===== src/rtl/tl_ul_reg_host_if.sv =====
// TL-UL link with 8-bit source, 32-bit address and 32-bit data.
// producer drives the A channel and d_ready; consumer is the responder side.
interface TL_UL_8_32_8_32;
  logic        a_valid;
  logic        a_ready;
  logic [2:0]  a_opcode;
  logic [2:0]  a_param;
  logic [1:0]  a_size;
  logic [7:0]  a_source;
  logic [31:0] a_address;
  logic [3:0]  a_mask;
  logic [31:0] a_data;
  logic        d_valid;
  logic        d_ready;
  logic [2:0]  d_opcode;
  logic [7:0]  d_source;
  logic [31:0] d_data;
  logic        d_error;

  modport producer (
    output a_valid, a_opcode, a_param, a_size, a_source, a_address, a_mask, a_data, d_ready,
    input  a_ready, d_valid, d_opcode, d_source, d_data, d_error
  );

  modport consumer (
    input  a_valid, a_opcode, a_param, a_size, a_source, a_address, a_mask, a_data, d_ready,
    output a_ready, d_valid, d_opcode, d_source, d_data, d_error
  );
endinterface


===== src/rtl/tl_ul_reg_host.sv =====
// Single-outstanding TL-UL initiator: valid/ready register commands in, TL-UL A/D out,
// with source tagging, stale D-beat discard and a response timeout.
module tl_ul_reg_host #(
  parameter int unsigned TIMEOUT     = 32'd256,
  parameter logic [7:0]  SOURCE_INIT = 8'd0
) (
  input  logic                    clk,
  input  logic                    rst_b,
  input  logic                    cmd_valid,
  output logic                    cmd_ready,
  input  logic                    cmd_write,
  input  logic [31:0]             cmd_addr,
  input  logic [31:0]             cmd_wdata,
  input  logic [3:0]              cmd_mask,
  output logic                    rsp_valid,
  input  logic                    rsp_ready,
  output logic [31:0]             rsp_rdata,
  output logic                    rsp_error,
  output logic                    rsp_timeout,
  output logic [7:0]              stale_drops,
  TL_UL_8_32_8_32.producer        bus
);

  localparam logic [2:0] OP_GET      = 3'd4;
  localparam logic [2:0] OP_PUT_FULL = 3'd0;
  localparam logic [2:0] OP_PUT_PART = 3'd1;
  localparam logic [2:0] OP_ACK      = 3'd0;
  localparam logic [2:0] OP_ACK_DATA = 3'd1;

  typedef enum logic [1:0] {
    ST_IDLE = 2'd0,
    ST_REQ  = 2'd1,
    ST_WAIT = 2'd2,
    ST_RESP = 2'd3
  } state_e;

  state_e      state_r;
  state_e      state_nx_s;

  logic [2:0]  a_opcode_r;
  logic [31:0] a_address_r;
  logic [3:0]  a_mask_r;
  logic [31:0] a_data_r;
  logic [7:0]  a_source_r;
  logic [1:0]  a_size_r;
  logic        is_read_r;
  logic [7:0]  src_cnt_r;
  logic [31:0] tmo_cnt_r;

  logic [31:0] rsp_rdata_r;
  logic        rsp_error_r;
  logic        rsp_timeout_r;
  logic [7:0]  stale_r;

  logic        d_beat_s;
  logic        d_hit_s;
  logic        d_stale_s;
  logic        tmo_hit_s;
  logic        cmd_take_s;
  logic        a_fire_s;

  // A read expects AccessAckData, a write expects AccessAck; anything else is an error.
  function automatic logic rsp_err_f(input logic is_read, input logic [2:0] d_opcode,
                                     input logic d_error);
    logic op_bad;
    if (is_read) begin
      op_bad = (d_opcode != OP_ACK_DATA);
    end else begin
      op_bad = (d_opcode != OP_ACK);
    end
    return d_error | op_bad;
  endfunction

  // Handshake and D-beat classification
  always_comb begin
    cmd_take_s = (state_r == ST_IDLE) && cmd_valid;
    a_fire_s   = (state_r == ST_REQ) && bus.a_ready;
    d_beat_s   = (state_r == ST_WAIT) && bus.d_valid;
    d_hit_s    = d_beat_s && (bus.d_source == a_source_r);
    d_stale_s  = d_beat_s && (bus.d_source != a_source_r);
    if (TIMEOUT != 32'd0) begin
      tmo_hit_s = (state_r == ST_WAIT) && (tmo_cnt_r == TIMEOUT);
    end else begin
      tmo_hit_s = 1'b0;
    end
  end

  // Next-state logic; a matching beat takes priority over the timeout
  always_comb begin
    state_nx_s = state_r;
    case (state_r)
      ST_IDLE: begin
        if (cmd_valid) begin
          state_nx_s = ST_REQ;
        end else begin
          state_nx_s = ST_IDLE;
        end
      end
      ST_REQ: begin
        if (bus.a_ready) begin
          state_nx_s = ST_WAIT;
        end else begin
          state_nx_s = ST_REQ;
        end
      end
      ST_WAIT: begin
        if (d_hit_s || tmo_hit_s) begin
          state_nx_s = ST_RESP;
        end else begin
          state_nx_s = ST_WAIT;
        end
      end
      ST_RESP: begin
        if (rsp_ready) begin
          state_nx_s = ST_IDLE;
        end else begin
          state_nx_s = ST_RESP;
        end
      end
      default: state_nx_s = ST_IDLE;
    endcase
  end

  // State register
  always_ff @(posedge clk or negedge rst_b) begin
    if (!rst_b) begin
      state_r <= ST_IDLE;
    end else begin
      state_r <= state_nx_s;
    end
  end

  // A-channel fields, latched at command acceptance and held through REQ
  always_ff @(posedge clk or negedge rst_b) begin
    if (!rst_b) begin
      a_opcode_r  <= 3'd0;
      a_address_r <= 32'd0;
      a_mask_r    <= 4'd0;
      a_data_r    <= 32'd0;
      a_source_r  <= 8'd0;
      a_size_r    <= 2'd0;
      is_read_r   <= 1'b0;
    end else if (cmd_take_s) begin
      if (!cmd_write) begin
        a_opcode_r <= OP_GET;
      end else if (cmd_mask == 4'hF) begin
        a_opcode_r <= OP_PUT_FULL;
      end else begin
        a_opcode_r <= OP_PUT_PART;
      end
      a_address_r <= {cmd_addr[31:2], 2'b00};
      a_mask_r    <= cmd_write ? cmd_mask : 4'hF;
      a_data_r    <= cmd_write ? cmd_wdata : 32'd0;
      a_source_r  <= src_cnt_r;
      a_size_r    <= 2'd2;
      is_read_r   <= !cmd_write;
    end
  end

  // Source counter advances once per issued request, wrapping at 256
  always_ff @(posedge clk or negedge rst_b) begin
    if (!rst_b) begin
      src_cnt_r <= SOURCE_INIT;
    end else if (a_fire_s) begin
      src_cnt_r <= src_cnt_r + 8'd1;
    end
  end

  // Timeout counter: cleared on WAIT entry, counts WAIT cycles without a matching beat
  always_ff @(posedge clk or negedge rst_b) begin
    if (!rst_b) begin
      tmo_cnt_r <= 32'd0;
    end else if (a_fire_s) begin
      tmo_cnt_r <= 32'd0;
    end else if ((state_r == ST_WAIT) && !d_hit_s && (TIMEOUT != 32'd0) && !tmo_hit_s) begin
      tmo_cnt_r <= tmo_cnt_r + 32'd1;
    end
  end

  // Response capture from the matching beat or the timeout
  always_ff @(posedge clk or negedge rst_b) begin
    if (!rst_b) begin
      rsp_rdata_r   <= 32'd0;
      rsp_error_r   <= 1'b0;
      rsp_timeout_r <= 1'b0;
    end else if (d_hit_s) begin
      rsp_error_r   <= rsp_err_f(is_read_r, bus.d_opcode, bus.d_error);
      rsp_timeout_r <= 1'b0;
      rsp_rdata_r   <= (is_read_r && (bus.d_opcode == OP_ACK_DATA)) ? bus.d_data : 32'd0;
    end else if (tmo_hit_s) begin
      rsp_error_r   <= 1'b1;
      rsp_timeout_r <= 1'b1;
      rsp_rdata_r   <= 32'd0;
    end
  end

  // Saturating count of discarded beats carrying a foreign source
  always_ff @(posedge clk or negedge rst_b) begin
    if (!rst_b) begin
      stale_r <= 8'd0;
    end else if (d_stale_s && (stale_r != 8'hFF)) begin
      stale_r <= stale_r + 8'd1;
    end
  end

  assign cmd_ready     = (state_r == ST_IDLE);
  assign rsp_valid     = (state_r == ST_RESP);
  assign rsp_rdata     = rsp_rdata_r;
  assign rsp_error     = rsp_error_r;
  assign rsp_timeout   = rsp_timeout_r;
  assign stale_drops   = stale_r;

  assign bus.a_valid   = (state_r == ST_REQ);
  assign bus.d_ready   = (state_r == ST_WAIT);
  assign bus.a_opcode  = a_opcode_r;
  assign bus.a_param   = 3'd0;
  assign bus.a_size    = a_size_r;
  assign bus.a_source  = a_source_r;
  assign bus.a_address = a_address_r;
  assign bus.a_mask    = a_mask_r;
  assign bus.a_data    = a_data_r;

endmodule


===== src/flat_wrapper.sv =====
// flat-port wrapper written by rule: the top's interface ports become plain ports
module tl_ul_reg_host_flat 
#(
  parameter int unsigned TIMEOUT     = 32'd256,
  parameter logic [7:0]  SOURCE_INIT = 8'd0
)
  (clk, rst_b, cmd_valid, cmd_ready, cmd_write, cmd_addr, cmd_wdata, cmd_mask, rsp_valid, rsp_ready, rsp_rdata, rsp_error, rsp_timeout, stale_drops, bus_a_valid, bus_a_opcode, bus_a_param, bus_a_size, bus_a_source, bus_a_address, bus_a_mask, bus_a_data, bus_d_ready, bus_a_ready, bus_d_valid, bus_d_opcode, bus_d_source, bus_d_data, bus_d_error);
  TL_UL_8_32_8_32 bus_i ();
  input  logic clk;
  input  logic rst_b;
  input  logic cmd_valid;
  output logic cmd_ready;
  input  logic cmd_write;
  input  logic [31:0] cmd_addr;
  input  logic [31:0] cmd_wdata;
  input  logic [3:0] cmd_mask;
  output logic rsp_valid;
  input  logic rsp_ready;
  output logic [31:0] rsp_rdata;
  output logic rsp_error;
  output logic rsp_timeout;
  output logic [7:0] stale_drops;
  output wire logic [$bits(bus_i.a_valid)-1:0] bus_a_valid;
  output wire logic [$bits(bus_i.a_opcode)-1:0] bus_a_opcode;
  output wire logic [$bits(bus_i.a_param)-1:0] bus_a_param;
  output wire logic [$bits(bus_i.a_size)-1:0] bus_a_size;
  output wire logic [$bits(bus_i.a_source)-1:0] bus_a_source;
  output wire logic [$bits(bus_i.a_address)-1:0] bus_a_address;
  output wire logic [$bits(bus_i.a_mask)-1:0] bus_a_mask;
  output wire logic [$bits(bus_i.a_data)-1:0] bus_a_data;
  output wire logic [$bits(bus_i.d_ready)-1:0] bus_d_ready;
  input wire logic [$bits(bus_i.a_ready)-1:0] bus_a_ready;
  input wire logic [$bits(bus_i.d_valid)-1:0] bus_d_valid;
  input wire logic [$bits(bus_i.d_opcode)-1:0] bus_d_opcode;
  input wire logic [$bits(bus_i.d_source)-1:0] bus_d_source;
  input wire logic [$bits(bus_i.d_data)-1:0] bus_d_data;
  input wire logic [$bits(bus_i.d_error)-1:0] bus_d_error;
  assign bus_a_valid = bus_i.a_valid;
  assign bus_a_opcode = bus_i.a_opcode;
  assign bus_a_param = bus_i.a_param;
  assign bus_a_size = bus_i.a_size;
  assign bus_a_source = bus_i.a_source;
  assign bus_a_address = bus_i.a_address;
  assign bus_a_mask = bus_i.a_mask;
  assign bus_a_data = bus_i.a_data;
  assign bus_d_ready = bus_i.d_ready;
  assign bus_i.a_ready = bus_a_ready;
  assign bus_i.d_valid = bus_d_valid;
  assign bus_i.d_opcode = bus_d_opcode;
  assign bus_i.d_source = bus_d_source;
  assign bus_i.d_data = bus_d_data;
  assign bus_i.d_error = bus_d_error;
  tl_ul_reg_host #(.TIMEOUT(TIMEOUT), .SOURCE_INIT(SOURCE_INIT)) u_core (.clk(clk), .rst_b(rst_b), .cmd_valid(cmd_valid), .cmd_ready(cmd_ready), .cmd_write(cmd_write), .cmd_addr(cmd_addr), .cmd_wdata(cmd_wdata), .cmd_mask(cmd_mask), .rsp_valid(rsp_valid), .rsp_ready(rsp_ready), .rsp_rdata(rsp_rdata), .rsp_error(rsp_error), .rsp_timeout(rsp_timeout), .stale_drops(stale_drops), .bus(bus_i));
endmodule

===== config.mk =====
export PLATFORM = sky130hd
export DESIGN_NAME = tl_ul_reg_host_flat
export DESIGN_NICKNAME = d
export VERILOG_FILES = /design/src/rtl/tl_ul_reg_host_if.sv /design/src/rtl/tl_ul_reg_host.sv /design/src/flat_wrapper.sv
export SDC_FILE = /design/constraint.sdc
export NUM_CORES = 1
export LEC_CHECK = 0
export ABC_CLOCK_PERIOD_IN_PS = 2800
export CAP_MARGIN = 20
export CORE_MARGIN = 2
export CORE_UTILIZATION = 45
export DETAILED_ROUTE_END_ITERATION = 8
export GPL_ROUTABILITY_DRIVEN = 0
export HOLD_SLACK_MARGIN = 0.15
export PLACE_DENSITY = 0.87
export SLEW_MARGIN = 0
export SYNTH_ARGS = -nofsm -noshare
export SYNTH_HDL_FRONTEND = slang
export SYNTH_SLANG_ARGS = --single-unit

===== constraint.sdc =====
create_clock -name clk -period 2.8 [get_ports clk]
set_clock_uncertainty 0.05 [all_clocks]
set_input_delay 0.42 -clock clk [delete_from_list [all_inputs] [get_ports clk]]
set_output_delay 0.42 -clock clk [all_outputs]
set_load 0.05 [all_outputs]

* Yosys cells after proc, flatten, opt, wreduce, memory -nomap -nowiden
Index checks and enable logic that the tools add are counted.
Storage, ports and cells: logic and storage cells 65, output and inout port bits 130, register bits 163, input port bits 119
Cells by class: reductions and logical operators 18, equal/unequal tests 10, mux-type cells 19, bitwise logic cells 1, $add $sub $neg 3
Operators by type and width (count):
- 32-bit 2-to-1 mux | 6
- 32-bit by 1-bit adder with 32-bit output, second input constant | 1
- 32-bit by 9-bit == test with 1-bit output, second input constant | 1
- 8-bit by 1-bit adder with 8-bit output, second input constant | 2
- 1-bit logical AND | 10
- 8-bit == test | 1
- 1-bit 2-to-1 mux | 8
- 8-bit inequality test | 1
- 8-bit inequality test, second input constant | 1
- 2-bit one-hot mux with 4 select lines | 1
- 2-bit == test, second input constant | 2
- 4-bit == test, second input constant | 1
- 2-bit 2-to-1 mux | 2
- 4-bit 2-to-1 mux | 1
- 2-bit nonzero test | 2
- 3-bit by 1-bit == test with 1-bit output, second input constant | 1
- 1-bit logical NOT | 3
- 3-bit 2-to-1 mux | 1
- 3-bit by 1-bit inequality test with 1-bit output, second input constant | 1
- 3-bit nonzero test | 1
- 2-bit by 1-bit == test with 1-bit output, second input constant | 1
- 2-bit logical NOT | 1
- 1-bit logical OR | 1
- 1-bit OR | 1

* Longest topological paths before layout
Gate-level depths: netlist of run 1.
depth after elaboration 8, mapped depth 9, mapped depth without buffers 8

* Worst setup path after synthesis of run 1
OpenSTA, ideal clock, no wires.
path type flip-flop to flip-flop, start point register u_core.state_r[0], end point register u_core.tmo_cnt_r[11], slack 0.556 ns, period minus slack after synthesis 2.244 ns, data required time 2.618 ns, arrival 2.062 ns, stages on the path, launching flop included 9, path buffers 2, setup time 0.132 ns, path through dfrtp_1 nand2b_1 buf_4 inv_2 clkbuf_1 nand4_1 or3_1 xor2_1 nor2_1
Between the ends: cells in the longest elaborated chain, start to end 7, elaborated cells on any way between the ends 12
Ends and longest elaborated chain:
- from (decl) | line tl_ul_reg_host.sv:37 | state_e state_r;
- from (signal assigned) | line tl_ul_reg_host.sv:129 | state_r <= state_nx_s;
- 2-bit == test *
- via bus_d_ready | line flat_wrapper.sv:31 | output wire logic [$bits(bus_i.d_ready)-1:0] bus_d_ready;
- 1-bit logical AND | line tl_ul_reg_host.sv:78 | d_beat_s = (state_r == ST_WAIT) && bus.d_valid;
- 1-bit logical AND | line tl_ul_reg_host.sv:79 | d_hit_s = d_beat_s && (bus.d_source == a_source_r);
- 1-bit logical NOT | line tl_ul_reg_host.sv:175 | end else if ((state_r == ST_WAIT) && !d_hit_s && (TIMEOUT != 32'd0) && !tmo_hit_s) begin
- 1-bit logical AND | line tl_ul_reg_host.sv:175
- 1-bit logical AND * | line tl_ul_reg_host.sv:175
- 2-bit nonzero test (no line) *
- to (signal assigned) | line tl_ul_reg_host.sv:176 | tmo_cnt_r <= tmo_cnt_r + 32'd1;
- to (decl) | line tl_ul_reg_host.sv:48 | logic [31:0] tmo_cnt_r;
Mark *: on every way through the listed nets, which the timed path passes. The rest lies on a longest branch. A chain may end at the register's enable or synchronous reset.

* Worst setup path after layout of run 1
start point register u_core.state_r[0], end point output bus_d_ready
Between the ends: cells in the longest elaborated chain, start to end 1
Ends and longest elaborated chain:
- 2-bit == test | line tl_ul_reg_host.sv:214 | assign bus.d_ready = (state_r == ST_WAIT);
- to (decl) | line flat_wrapper.sv:31
Every way passes these cells.

==> flow_metrics.env, run 1 <==
export IMPL_status="finished, final reports clean"
export IMPL_synthTopCellsByArea="dfrtp_1 (58%), mux2_2 (6.5%), nand2_1 (6.1%)"
export IMPL_hpwl_mm=12.52
export IMPL_coreArea_um2=15150
export IMPL_dp_cells=1026
export IMPL_yosys_cell_types_count=53
export IMPL_switchingPower_mw=4.586
export IMPL_cts_tree="done"
export IMPL_slew_limit_headroom_pct=60.59
export IMPL_nNetsFinal=981
export IMPL_antenna_cells=0
export IMPL_cp_required_ps=2330
export IMPL_synth_area_um2=6927
export IMPL_seq_power_share_pct=31.7
export IMPL_worstSkewPairLatency_ps=430
export IMPL_synthCells=616
export IMPL_worstRegToRegCells=8
export IMPL_start_kind="flip-flop"
export IMPL_synth_top_area_share_pct=58.16
export IMPL_first_iter_violations=316
export IMPL_die_h_um=128.1
export IMPL_vias_per_cell=5.198
export IMPL_setup_viol=0
export IMPL_synth_warning_count=0
export IMPL_synth_ff_type="dfrtp_1"
export IMPL_hold_violations=0
export IMPL_drtPass1Iterations=4
export IMPL_drv_cap=0
export IMPL_post_route_period_util_pct=93.71
export IMPL_netSwitchingFraction_pct=42.60
export IMPL_nFillCells=1100
export IMPL_avgSynthCellArea_um2=11.24
export IMPL_criticalPathCategory="reg -> out"
export IMPL_synth_seq_cells=161
export IMPL_drv_slew=0
export IMPL_holdPathEnd="u_core.bus.a_size[1]"
export IMPL_reg2reg_from="u_core.tmo_cnt_r[0]"
export IMPL_drc=0
export IMPL_leakage_nw=4.471
export IMPL_comb_power_share_pct=45.3
export IMPL_critical_path_arrival_ps=2150
export IMPL_cts_sinks=161
export IMPL_rows=45
export IMPL_die_x_um=128.1
export IMPL_r2r_slack_ps=360
export IMPL_ir_worst_vdd_mv=1.118
export IMPL_cts_clk_slew_worst_paths_ps=70
export IMPL_io_buffers=239
export IMPL_synth_async_sr_flop_share_pct=100.0
export IMPL_grt_pass1_wl_mm=28.06
export IMPL_antenna_found_initial=0
export IMPL_power_density_nw_per_um2=1053
export IMPL_cts_buffer_depth=2
export IMPL_drt_total_wl_mm=17.55
export IMPL_synth_edf_count=0
export IMPL_cts_root_buf="clkbuf_16"
export IMPL_cp_max_fo=12
export IMPL_yosys_area_top_type="dfrtp_1"
export IMPL_hold_path_depth=1
export IMPL_cts_resized=0
export IMPL_route_vias_total=5499
export IMPL_dieArea_um2=16400
export IMPL_grt_max_degree=60
export IMPL_layout_cells_non_filler=1058
export IMPL_grt_usage_pct=21.97
export IMPL_worst_pin_slew_ps=590.5
export IMPL_drive_gt1_share_pct=12.53
export IMPL_max_freq_ghz=0.3811
export IMPL_rsz0062_at_grt="false"
export IMPL_tns_ps=0
export IMPL_endpoint_kind="output pin"
export IMPL_overflow=0
export IMPL_r2r_end="u_core.tmo_cnt_r[1]"
export IMPL_fin_util_pct=67.47
export IMPL_synth_seq_area_share_pct=58.16
export IMPL_area_growth_pct=47.53
export IMPL_layout_min_cycle_time_ps=2624
export IMPL_ant_nets=0
export IMPL_wl_per_cell_um=16.58
export IMPL_min_delay_start="u_core.bus.a_size[1]"
export IMPL_initial_core_util_pct=45.73
export IMPL_hold_path_class="reg -> reg"
export IMPL_p_int_mw=6.179
export IMPL_grt_pass1_vias=5498
export IMPL_cts_buffers=17
export IMPL_post_cts_buffers=0
export IMPL_clkPwrFrac_pct=23.1
export IMPL_h_tree_depth=4
export IMPL_ios=249
[synthesized netlist by cell type (3+ instances only)]
| cell | n |
|---|---|
| dfrtp_1 | 161 |
| nand2_1 | 113 |
| o21ai_0 | 43 |
| mux2_2 | 40 |
| a22o_1 | 32 |
| xnor2_1 | 27 |
| nor2_1 | 24 |
| clkbuf_1 | 18 |
| nand3_1 | 16 |
| nand4_1 | 16 |
| mux2i_1 | 11 |
| buf_4 | 10 |
| buf_2 | 9 |
| a21oi_1 | 7 |
| and3_1 | 7 |
| or3_1 | 7 |
| nor3_1 | 6 |
| nor2b_1 | 5 |
| nor4_1 | 5 |
| a31oi_1 | 4 |
| and4_1 | 4 |
| ha_1 | 4 |
| xor2_1 | 4 |
| buf_1 | 3 |
| inv_1 | 3 |
| nor4b_1 | 3 |
| or2_2 | 3 |
[layer usage]
| layer | global-route usage (%) | wire length [µm] | vias to the layer above |
|---|---|---|---|
| met3 | 10.06 | 1473 | 20 |
| met1 | 26.35 | 7035 | 2678 |
| met2 | 35.86 | 8824 | 177 |
| met5 | 0 | 0 | - |
| li1 | - | - | 2624 |
| met4 | 6.206 | 213 | 0 |
[cell usage in the layout (no fill, tap or decap), drive strengths merged, types with 5 or more instances in the layout]
cell / synthesis / layout
conb: 1 / 7
o21ai: 44 / 44
mux2: 40 / 40
nand2: 114 / 114
buf: 22 / 18
a22o: 32 / 32
and4: 5 / 5
nor4: 8 / 8
and3: 7 / 7
dfrtp: 161 / 161
mux2i: 11 / 11
a21oi: 7 / 7
nor2b: 5 / 5
inv: 4 / 8
xnor2: 27 / 27
clkbuf: 18 / 17
nand4: 16 / 16
clkdlybuf4s50: 0 / 238
nand3: 17 / 17
nor3: 8 / 8
clkinvlp: 0 / 5
or3: 7 / 7
nor2: 25 / 25
[power by group through the flow]
stage | combinational (mW) | clock, mW | sequential, mW
floorplan | 1.19 | 0 | 5.34
global placement | 4.83 | 0 | 3.41
detailed placement | 4.89 | 0 | 3.45
CTS | 4.91 | 2.54 | 3.41
global route | 5.12 | 2.64 | 3.49
finish | 4.87 | 2.48 | 3.41
[registers in the layout, indices dropped and copies added, names as in the netlist]
signal / flops
u_core.bus.a_data: 32
u_core.rsp_rdata: 32
u_core.tmo_cnt_r: 32
u_core.bus.a_address: 30
u_core.bus.a_source: 8
u_core.src_cnt_r: 8
u_core.stale_drops: 8
u_core.bus.a_mask: 4
u_core.bus.a_opcode: 2
u_core.state_r: 2
u_core.bus.a_size: 1
u_core.rsp_error: 1
u_core.rsp_timeout: 1
[worst max path at each step]
stage	startpoint	end	slack [ps]	cells after the start
5_1_grt	u_core.state_r[0]	bus_d_ready	100	3
2_1_floorplan	u_core.state_r[0]	u_core.tmo_cnt_r[11]	560	8
3_5_place_dp	bus_d_source[7]	u_core.tmo_cnt_r[29]	190	8
4_1_cts	u_core.state_r[0]	bus_d_ready	160	3
6_report	u_core.state_r[0]	bus_d_ready	180	3
3_3_place_gp	bus_d_source[3]	u_core.tmo_cnt_r[1]	270	7
[cells by family (layout without fill, tap and decap cells)]
group	after synthesis	after routing	share of synthesized area (%)
other cells	1	7	0.05414
fa+ha+maj	4	4	0.7226
simple gates	228	228	16.73
buf+inv	44	292	3.089
compound gates	96	96	9.231
xor+xnor	31	31	3.920
flops	161	161	58.16
mux	51	51	8.093
[per-stage QoR]
step           cell area (µm²)  setup WS [ps]  power, mW  hold slack, ps
5_1_grt                  10220          100.6      11.25           436.9
2_1_floorplan             6949          556.0      6.528           74.41
3_3_place_gp              9579          269.1      8.235           372.7
4_1_cts                  10220          162.2      10.86           421.0
6_report                 10220          176.1      10.77           417.1
3_5_place_dp              9579          194.9      8.335           374.8
[critical path, stage by stage, from the launching register on]
cell and delay, ps:
dfrtp_1 450, nand2b_1 210, inv_2 220, clkdlybuf4s50_1 850
[area by class of cell]
cell class / instances / area [µm²] / share of cell area (%)
inverter: 4 / 15.01 / 0.1469
clock inverter: 14 / 203.9 / 1.996
timing repair buffer: 257 / 2594 / 25.38
multi-input combinational: 417 / 2716 / 26.58
sequential: 161 / 4029 / 39.43
tap: 188 / 235.2 / 2.302
clock buffer: 17 / 425.4 / 4.163
[timing repair]
action	4_1_cts	5_1_grt
hold buffers	1	0
endpoints found under the hold margin	55	0
endpoints found under the setup margin	0	0
Power figures use the tool's default switching activity.
==> run 2: changes to the inputs <==
Settings changed: ABC_CLOCK_PERIOD_IN_PS 2800 to unset, CORE_MARGIN 2 to unset.
==> run 2 against run 1 <==
Net effect:
- clock power fell by 9.3%
- via count rose by 1.4%
- global-route usage rose by 1.7 points
- count of clock-buffer cells in the layout rose by 2
- critical path depth did not move
- non-clock buffer count rose by 3
- die area fell by 3.1%
- worst setup slack improved by 50 ps
- cell count barely moved
- final area fell by 0.61%
- first-iteration DRC count fell by 22%
- core utilization rose by 1.4 points
- highest routed layer unchanged
==> flow_metrics.env, run 2 (synthesis gave the netlist of run 1 again) <==
export IMPL_grt_pass1_wl_mm=29.59
export IMPL_holdPathEnd="u_core.bus.a_mask[1]"
export IMPL_critical_path_arrival_ps=2100
export IMPL_cts_tree="done"
export IMPL_fin_util_pct=68.83
export IMPL_cts_clk_slew_worst_paths_ps=70
export IMPL_grt_max_degree=68
export IMPL_grt_usage_pct=23.71
export IMPL_max_freq_ghz=0.3886
export IMPL_antenna_cells=0
export IMPL_drtPass1Iterations=4
export IMPL_slew_limit_headroom_pct=60.26
export IMPL_hold_violations=0
export IMPL_clkPwrFrac_pct=21.3
export IMPL_worstSkewPairLatency_ps=420
export IMPL_post_route_period_util_pct=91.91
export IMPL_io_buffers=239
export IMPL_nFillCells=1076
export IMPL_drv_slew=0
export IMPL_power_density_nw_per_um2=1040
export IMPL_rows=44
export IMPL_p_int_mw=5.972
export IMPL_criticalPathCategory="reg -> out"
export IMPL_route_vias_total=5576
export IMPL_dieArea_um2=15890
export IMPL_setup_viol=0
export IMPL_nNetsFinal=984
export IMPL_hpwl_mm=12.82
export IMPL_r2r_slack_ps=330
export IMPL_comb_power_share_pct=46.3
export IMPL_initial_core_util_pct=46.95
export IMPL_mostFrequentLayoutCells="clkdlybuf4s50_1 (238), dfrtp_1 (161), nand2_1 (112)"
export IMPL_drt_total_wl_mm=17.73
export IMPL_min_delay_start="u_core.bus.a_mask[1]"
export IMPL_final_common_cell="clkdlybuf4s50_1"
export IMPL_cts_root_buf="clkbuf_16"
export IMPL_cp_required_ps=2330
export IMPL_start_kind="flip-flop"
export IMPL_cp_max_fo=12
export IMPL_drive_gt1_share_pct=12.83
export IMPL_drc=0
export IMPL_coreArea_um2=14750
export IMPL_die_h_um=126.1
export IMPL_cts_buffer_depth=2
export IMPL_seq_area_um2=4029
export IMPL_fin_area_um2=10160
export IMPL_worstRegToRegCells=9
export IMPL_leakage_nw=4.457
export IMPL_dpl_cell_area_um2=9572
export IMPL_ios=249
export IMPL_antenna_found_initial=0
export IMPL_grt_pass1_vias=5866
export IMPL_tns_ps=0
export IMPL_vias_per_cell=5.275
export IMPL_endpoint_kind="output pin"
export IMPL_layout_min_cycle_time_ps=2574
export IMPL_area_growth_pct=46.62
export IMPL_hold_path_class="reg -> reg"
export IMPL_die_x_um=126.1
export IMPL_switchingPower_mw=4.586
export IMPL_hold_path_depth=2
export IMPL_rsz0062_at_grt="false"
export IMPL_worst_pin_slew_ps=594.2
export IMPL_fin_total_pwr_mw=10.56
export IMPL_status="finished, final reports clean"
export IMPL_wl_per_cell_um=16.78
export IMPL_reg2reg_from="u_core.tmo_cnt_r[0]"
export IMPL_cts_buffers=17
export IMPL_r2r_end="u_core.tmo_cnt_r[5]"
export IMPL_h_tree_depth=4
export IMPL_first_iter_violations=246
export IMPL_overflow=0
export IMPL_seq_power_share_pct=32.4
export IMPL_post_cts_buffers=0
export IMPL_cts_sinks=161
export IMPL_netSwitchingFraction_pct=43.44
export IMPL_drv_cap=0
export IMPL_ant_nets=0
export IMPL_multi_input_comb_area_um2=2716
export IMPL_ir_worst_vdd_mv=0.8564
run 2: cell count changes in the layout (fill, tap and decap cells not counted), sizes merged:
| cell | delta |
|---|---|
| clkinv | +1 |
| clkinvlp | -2 |
| bufinv | -3 |
| buf | +3 |
| clkbuf | +2 |
| inv | +2 |
run 2: per-layer routing:
| metal | routed length [µm] | track usage [%] | vias to the layer above |
|---|---|---|---|
| met5 | 0 | 0 | - |
| met4 | 380 | 6.945 | 0 |
| met3 | 1460 | 9.218 | 29 |
| met2 | 8987 | 40.53 | 183 |
| met1 | 6904 | 27.57 | 2732 |
| li1 | - | - | 2632 |
run 2: worst max path at each step:
stage / from / to / slack [ps]
floorplan: u_core.state_r[0] / u_core.tmo_cnt_r[11] / 560
global placement: bus_d_source[0] / u_core.tmo_cnt_r[5] / 260
detailed placement: bus_d_source[3] / u_core.tmo_cnt_r[12] / 200
CTS: u_core.state_r[0] / bus_d_ready / 190
global route: u_core.tmo_cnt_r[0] / u_core.tmo_cnt_r[5] / 110
finish: u_core.state_r[0] / bus_d_ready / 230
run 2: layout make-up:
| cell class | instances | area share (%) |
|---|---|---|
| timing repair buffer | 260 | 25.51 |
| sequential | 161 | 39.67 |
| tap | 184 | 2.267 |
| multi-input combinational | 417 | 26.75 |
| clock inverter | 12 | 1.195 |
| clock buffer | 19 | 4.460 |
| inverter | 4 | 0.1478 |
run 2: stage by stage:
step                      setup WS [ps]  std cells  hold WS (ps)
after floorplan                   556.0        622         74.41
after global placement            261.8       1025         369.9
after detailed placement          195.6       1025         369.4
after CTS                         191.4       1057         431.9
after global routing              112.8       1057         445.2
final                             226.4       1057         429.8
run 2: power groups by stage:
stage	logic, mW	clock network [mW]	registers (mW)
after floorplan	1.19	0	5.34
after global placement	4.85	0	3.41
after detailed placement	4.90	0	3.45
after CTS	4.93	2.30	3.42
after global routing	5.17	2.40	3.52
final	4.89	2.25	3.42
run 2: worst max-delay path, stage by stage, from the launching register on:
cell and delay [ps]:
dfrtp_1 450, nand2b_1 200, inv_2 200, clkdlybuf4s50_1 840
run 2: timing repair:
item	4_1_cts	5_1_grt
endpoints found under the hold margin	53	0
resized for setup	0	0
hold buffers	1	0
